[config.mk]
export PLATFORM = sky130hd
export DESIGN_NAME = dmem_arbiter
export DESIGN_NICKNAME = d
export VERILOG_FILES = /design/src/rtl/dmem_arb_pkg.sv /design/src/rtl/dmem_addr_check.sv /design/src/rtl/dmem_arbiter.sv
export SDC_FILE = /design/constraint.sdc
export NUM_CORES = 1
export LEC_CHECK = 0
export CAP_MARGIN = 20
export CORE_AREA = 2 2 114 116
export DETAILED_ROUTE_END_ITERATION = 10
export DIE_AREA = 0 0 116 118
export DONT_BUFFER_PORTS = 1
export HOLD_SLACK_MARGIN = 0.06
export PLACE_DENSITY_LB_ADDON = 0.08
export RECOVER_POWER = 25
export SLEW_MARGIN = 20
export SYNTH_ARGS = -nofsm -noshare
export SYNTH_HDL_FRONTEND = slang
export SYNTH_SLANG_ARGS = --single-unit
[constraint.sdc]
create_clock -name clk -period 2.7 [get_ports clk]
set_input_delay 0.405 -clock clk [delete_from_list [all_inputs] [get_ports clk]]
set_output_delay 0.405 -clock clk [all_outputs]
set_load 0.05 [all_outputs]
[src/rtl/dmem_arb_pkg.sv]
`default_nettype none
// ---------------------------------------------------------------------------
// dmem_arb_pkg : shared encodings for the data-memory arbiter.   Rev 1.0
// ---------------------------------------------------------------------------
package dmem_arb_pkg;

  typedef enum logic [0:0] {
    ARB    = 1'b0,
    LOCK_D = 1'b1
  } arb_state_e;

  localparam logic PORT_C = 1'b0;
  localparam logic PORT_D = 1'b1;

  localparam logic [31:0] DMEM_BASE_ADDR = 32'h8000_0000;

endpackage
`default_nettype wire

[src/rtl/dmem_addr_check.sv]
`default_nettype none
// ---------------------------------------------------------------------------
// dmem_addr_check : window/alignment check and byte-to-word index.  Rev 1.0
// ---------------------------------------------------------------------------
module dmem_addr_check
  import dmem_arb_pkg::*;
#(
  parameter logic [31:0] BASE_ADDR   = DMEM_BASE_ADDR,
  parameter int          DEPTH_WORDS = 1024,
  parameter int          IDX_W       = $clog2(DEPTH_WORDS)
) (
  input  logic [31:0]      i_addr,
  output logic             o_legal,
  output logic [IDX_W-1:0] o_idx
);

  localparam logic [32:0] SPAN = 33'(DEPTH_WORDS) * 33'd4;

  logic [31:0] w_off;

  // Range test on the offset avoids overflow of BASE_ADDR + window size.
  always_comb begin
    w_off   = i_addr - BASE_ADDR;
    o_legal = (i_addr >= BASE_ADDR) && ({1'b0, w_off} < SPAN) && (i_addr[1:0] == 2'b00);
    o_idx   = w_off[IDX_W+1:2];
  end

endmodule
`default_nettype wire

[src/rtl/dmem_arbiter.sv]
`default_nettype none
// ---------------------------------------------------------------------------
// dmem_arbiter : round-robin core/DMA arbiter for single-port dmem.  Rev 1.0
// ---------------------------------------------------------------------------
module dmem_arbiter
  import dmem_arb_pkg::*;
#(
  parameter logic [31:0] BASE_ADDR   = DMEM_BASE_ADDR,
  parameter int          DEPTH_WORDS = 1024,
  parameter int          MAX_HOLD    = 8,
  parameter int          IDX_W       = $clog2(DEPTH_WORDS)
) (
  input  logic             clk,
  input  logic             rst,
  input  logic             c_req,
  input  logic             c_we,
  input  logic [31:0]      c_addr,
  input  logic [31:0]      c_wdata,
  input  logic [3:0]       c_be,
  output logic             c_gnt,
  output logic             c_rvalid,
  output logic [31:0]      c_rdata,
  output logic             c_err,
  input  logic             d_req,
  input  logic             d_we,
  input  logic [31:0]      d_addr,
  input  logic [31:0]      d_wdata,
  input  logic [3:0]       d_be,
  input  logic             d_lock,
  output logic             d_gnt,
  output logic             d_rvalid,
  output logic [31:0]      d_rdata,
  output logic             d_err,
  output logic             mem_en,
  output logic             mem_we,
  output logic [IDX_W-1:0] mem_idx,
  output logic [31:0]      mem_wdata,
  output logic [3:0]       mem_be,
  input  logic [31:0]      mem_rdata
);

  localparam int HOLD_W = $clog2(MAX_HOLD + 1);

  arb_state_e        r_state;
  logic              r_ptr;
  logic [HOLD_W-1:0] r_hold;
  logic              r_c_rvalid, r_d_rvalid, r_rsp_err, r_rsp_load;

  logic              w_sel_c, w_sel_d, w_any, w_we, w_legal;
  logic              w_c_rvalid, w_d_rvalid;
  logic [31:0]       w_addr, w_wdata;
  logic [3:0]        w_be;
  logic [IDX_W-1:0]  w_idx;

  always_comb begin
    w_sel_c = 1'b0;
    w_sel_d = 1'b0;
    unique case (r_state)
      ARB: begin
        if (c_req && d_req) begin
          w_sel_c = (r_ptr == PORT_C);
          w_sel_d = (r_ptr == PORT_D);
        end else begin
          w_sel_c = c_req;
          w_sel_d = d_req;
        end
      end
      LOCK_D: begin
        // The hold limit lets a starving core through ahead of the locked DMA.
        if (c_req && (r_hold == HOLD_W'(MAX_HOLD))) w_sel_c = 1'b1;
        else if (d_req)                             w_sel_d = 1'b1;
        else                                        w_sel_c = c_req;
      end
      default: ;
    endcase
    if (rst) begin
      w_sel_c = 1'b0;
      w_sel_d = 1'b0;
    end
  end

  assign w_any   = w_sel_c | w_sel_d;
  assign w_addr  = w_sel_d ? d_addr  : c_addr;
  assign w_we    = w_sel_d ? d_we    : c_we;
  assign w_wdata = w_sel_d ? d_wdata : c_wdata;
  assign w_be    = w_sel_d ? d_be    : c_be;

  dmem_addr_check #(
    .BASE_ADDR   (BASE_ADDR),
    .DEPTH_WORDS (DEPTH_WORDS),
    .IDX_W       (IDX_W)
  ) u_addr_check (
    .i_addr  (w_addr),
    .o_legal (w_legal),
    .o_idx   (w_idx)
  );

  assign c_gnt     = w_sel_c;
  assign d_gnt     = w_sel_d;
  assign mem_en    = w_any & w_legal;
  assign mem_we    = w_any & w_legal & w_we;
  assign mem_idx   = w_any ? w_idx   : '0;
  assign mem_wdata = w_any ? w_wdata : '0;
  assign mem_be    = w_any ? w_be    : 4'h0;

  // A reset landing on the response cycle drops that response.
  assign w_c_rvalid = r_c_rvalid & ~rst;
  assign w_d_rvalid = r_d_rvalid & ~rst;
  assign c_rvalid   = w_c_rvalid;
  assign d_rvalid   = w_d_rvalid;
  assign c_err      = w_c_rvalid & r_rsp_err;
  assign d_err      = w_d_rvalid & r_rsp_err;
  assign c_rdata    = (w_c_rvalid && r_rsp_load) ? mem_rdata : 32'h0;
  assign d_rdata    = (w_d_rvalid && r_rsp_load) ? mem_rdata : 32'h0;

  always_ff @(posedge clk) begin
    if (rst) begin
      r_state    <= ARB;
      r_ptr      <= PORT_C;
      r_hold     <= '0;
      r_c_rvalid <= 1'b0;
      r_d_rvalid <= 1'b0;
      r_rsp_err  <= 1'b0;
      r_rsp_load <= 1'b0;
    end else begin
      r_c_rvalid <= w_sel_c;
      r_d_rvalid <= w_sel_d;
      r_rsp_err  <= w_any & ~w_legal;
      r_rsp_load <= w_any & w_legal & ~w_we;
      if (w_any) r_ptr <= w_sel_c ? PORT_D : PORT_C;
      unique case (r_state)
        ARB: begin
          if (w_sel_d && d_lock) begin
            r_state <= LOCK_D;
            r_hold  <= c_req ? HOLD_W'(1) : '0;
          end
        end
        LOCK_D: begin
          if (w_sel_c || !d_req || (w_sel_d && !d_lock)) begin
            r_state <= ARB;
            r_hold  <= '0;
          end else if (c_req) begin
            r_hold  <= r_hold + HOLD_W'(1);
          end else begin
            r_hold  <= '0;
          end
        end
        default: r_state <= ARB;
      endcase
    end
  end

endmodule
`default_nettype wire

==> impl_metrics.ini <==
[route]
drc = 0
wirelength_um = 8640
drtIter0Drc = 55
drt_first_pass_iters = 4
vias_per_cell = 4.69
wl_per_cell_um = 16.6
via_count = 2443
final_antenna_net_count = 0

[clock_tree]
cts_num_sinks = 10
clk_path_buf_depth = 2
numCtsBuffers = 3
root_buffer = clkbuf_16
clk_pin_slew_ns = 0.04
clock_latency_ns = 0.24
cts_tree = yes
cts_max_level = 1

[global_route]
grt_overflow = 0
met3_usage_pct = 1.60
grt_start_max_net_pins = 65
grt_use_met1_pct = 10.3
grt_first_pass_wirelength_um = 11700
grt_usage_pct = 10.9
grt_busiest_layer = met2
met2_usage_pct = 23.3
grt_pass1_vias = 2253
grt_antenna_before_repair = 0

[power_and_ir_drop]
p_leak_uw = 0.00126
worst_ir_drop_vdd_uv = 131
power.density_nw_per_um2 = 342

[setup_path]
start_kind = flop
required_ns = 2.30
cp-end-kind = primary output
r2r_slack_ns = 0.83
arrival_ns = 2.19
reg2reg_to = r_hold[0]
criticalPathCategory = reg2out
crit-reg2reg-launch = r_hold[1]
path_max_fanout = 5
ff2ff_path_depth = 8

[hold_path]
min_path_type = in2reg
min-delay-start = rst
holdPathEnd = r_ptr
hold_depth = 1

[run_status]
outcome = finished clean

[final_layout]
final_nets = 528
diodes = 0
fin_util_pct = 20.7
design_area_um2 = 2560
areaGrowthSynthToFinish_pct = 47.6
drive_above_1_share_pct = 23.8
nFillCells = 1388

[timing]
finalClockSkew_ns = 0.00127
maxSlewViolCount = 0
max_freq_mhz = 386
period_minus_slack_ns = 2.59
setup_viol = 0
worst_pin_slew_ns = 0.578
hold_slack_ns = 0.236
setup_ws_ns = 0.106
period_share_pct = 96.1
hold_viol = 0
tns_ns = 0
slew_headroom_pct = 61.4

[place]
io_buffers = 0
place_area_um2 = 2450
gp_congestion = 0.756
dp.final_hpwl_um = 7020
dp_slack_ns = 0.241

[floorplanning]
initial_core_util_pct = 14.0
die_w_um = 116
die_area_um2 = 13700
die_y_um = 118
ios = 293
core_um2 = 12400
row_count = 41

[logic_synthesis]
netlist_area_um2 = 1740
seq_area_frac_synth_pct = 11.5
synthFlopType = dfxtp_1
ys_seq_elements = 10
syn_nets = 490
avgSynthCellArea_um2 = 5.55
ys_types = 36
yosysWarnings = 0
synthArstFlopShare_pct = 0
syn_inst = 313
synth_enable_flop_cells = 0

[job]
drv_cap = 0
[where the power goes]
group	total [µW]	internal, µW	switching [µW]
Clock	259	192	67.0
Sequential	157	153	3.62
Combinational	462	142	319
Total	877	487	390
[placed cells by master (no fill, tap or decap), types with 3 or more instances in the layout]
cell | netlist | layout
nor2b_1 | 6 | 4
a21oi_2 | 0 | 9
nand3_1 | 3 | 3
clkbuf_16 | 0 | 3
and3_1 | 64 | 64
a21oi_1 | 52 | 43
buf_12 | 0 | 9
nand2_1 | 95 | 95
inv_1 | 6 | 5
dfxtp_1 | 10 | 9
buf_4 | 0 | 52
nor4_1 | 7 | 7
nand4_1 | 4 | 4
nor2_1 | 8 | 8
[kinds of logic (layout without fill, tap and decap cells)]
group	count (synthesis)	in the layout	share of synthesized area [%]
and+or+nand+nor	202	202	58.8
xor gates and xnor gates	1	1	0.504
buffers and inverters	36	72	8.06
AOI/OAI and AO/OA	62	62	19.7
adders and majority gates	2	2	1.44
DFF	10	10	11.5
[cell type report]
cell class | instances | area (µm²) | share of cell area (%)
Multi-Input combinational cell | 267 | 1460 | 57.0
Timing Repair Buffer | 62 | 582 | 22.7
Tap cell | 172 | 215 | 8.39
Sequential cell | 10 | 204 | 7.95
Clock buffer | 3 | 75.1 | 2.93
Inverter | 7 | 26.3 | 1.02
[cells in the mapped netlist, types with 2 or more instances]
| library cell | count | area (µm²) |
|---|---|---|
| clkbuf_1 | 25 | 93.8 |
| a21oi_1 | 52 | 260 |
| a22o_1 | 2 | 17.5 |
| inv_1 | 6 | 22.5 |
| and2_1 | 2 | 12.5 |
| nor2_1 | 8 | 30.0 |
| and3_1 | 64 | 400 |
| nand3_1 | 3 | 15.0 |
| buf_2 | 4 | 20.0 |
| or4_1 | 2 | 15.0 |
| nor4_1 | 7 | 43.8 |
| nor4b_1 | 2 | 17.5 |
| nand4_1 | 4 | 25.0 |
| nand2_1 | 95 | 357 |
| ha_1 | 2 | 25.0 |
| nor2b_1 | 6 | 37.5 |
| dfxtp_1 | 10 | 200 |
[critical path: stages (launching register included)]
cell	delay (ns)
dfxtp_4	0.35
inv_2	0.06
ha_2	0.16
nand4b_1	0.20
a31oi_4	0.24
inv_2	0.09
or4b_4	0.52
a21oi_2	0.16
buf_6	0.17
[registers in the layout (all words and copies together), names as in the netlist]
name        flops
r_c_rvalid      1
r_d_rvalid      1
r_hold          4
r_ptr           1
r_rsp_err       1
r_rsp_load      1
r_state         1
[metrics by stage]
step,power (µW),cells
2_1_floorplan,476,313
3_3_place_gp,626,515
3_5_place_dp,624,515
4_1_cts,889,519
5_1_grt,919,521
6_report,877,521
[what timing repair did]
action	CTS	global route
setup endpoints to repair	1	21
hold buffers	0	0
pin swaps	1	3
buffers inserted	1	2
resized for setup	0	7
[how the worst max path moves through the flow]
stage	end	cells past startpoint	startpoint
2_1_floorplan	mem_we	7	r_hold[0]
3_3_place_gp	mem_we	8	r_hold[0]
3_5_place_dp	mem_we	8	r_hold[0]
4_1_cts	mem_we	8	r_hold[0]
5_1_grt	mem_we	8	r_hold[0]
6_report	mem_we	8	r_hold[0]
[per-layer routing]
metal,wire (µm),vias to the layer above
met4,77,0
met1,2990,1097
met3,738,5
met5,0,-
li1,-,1161
met2,4840,180
(Power assumes the default switching activity.)
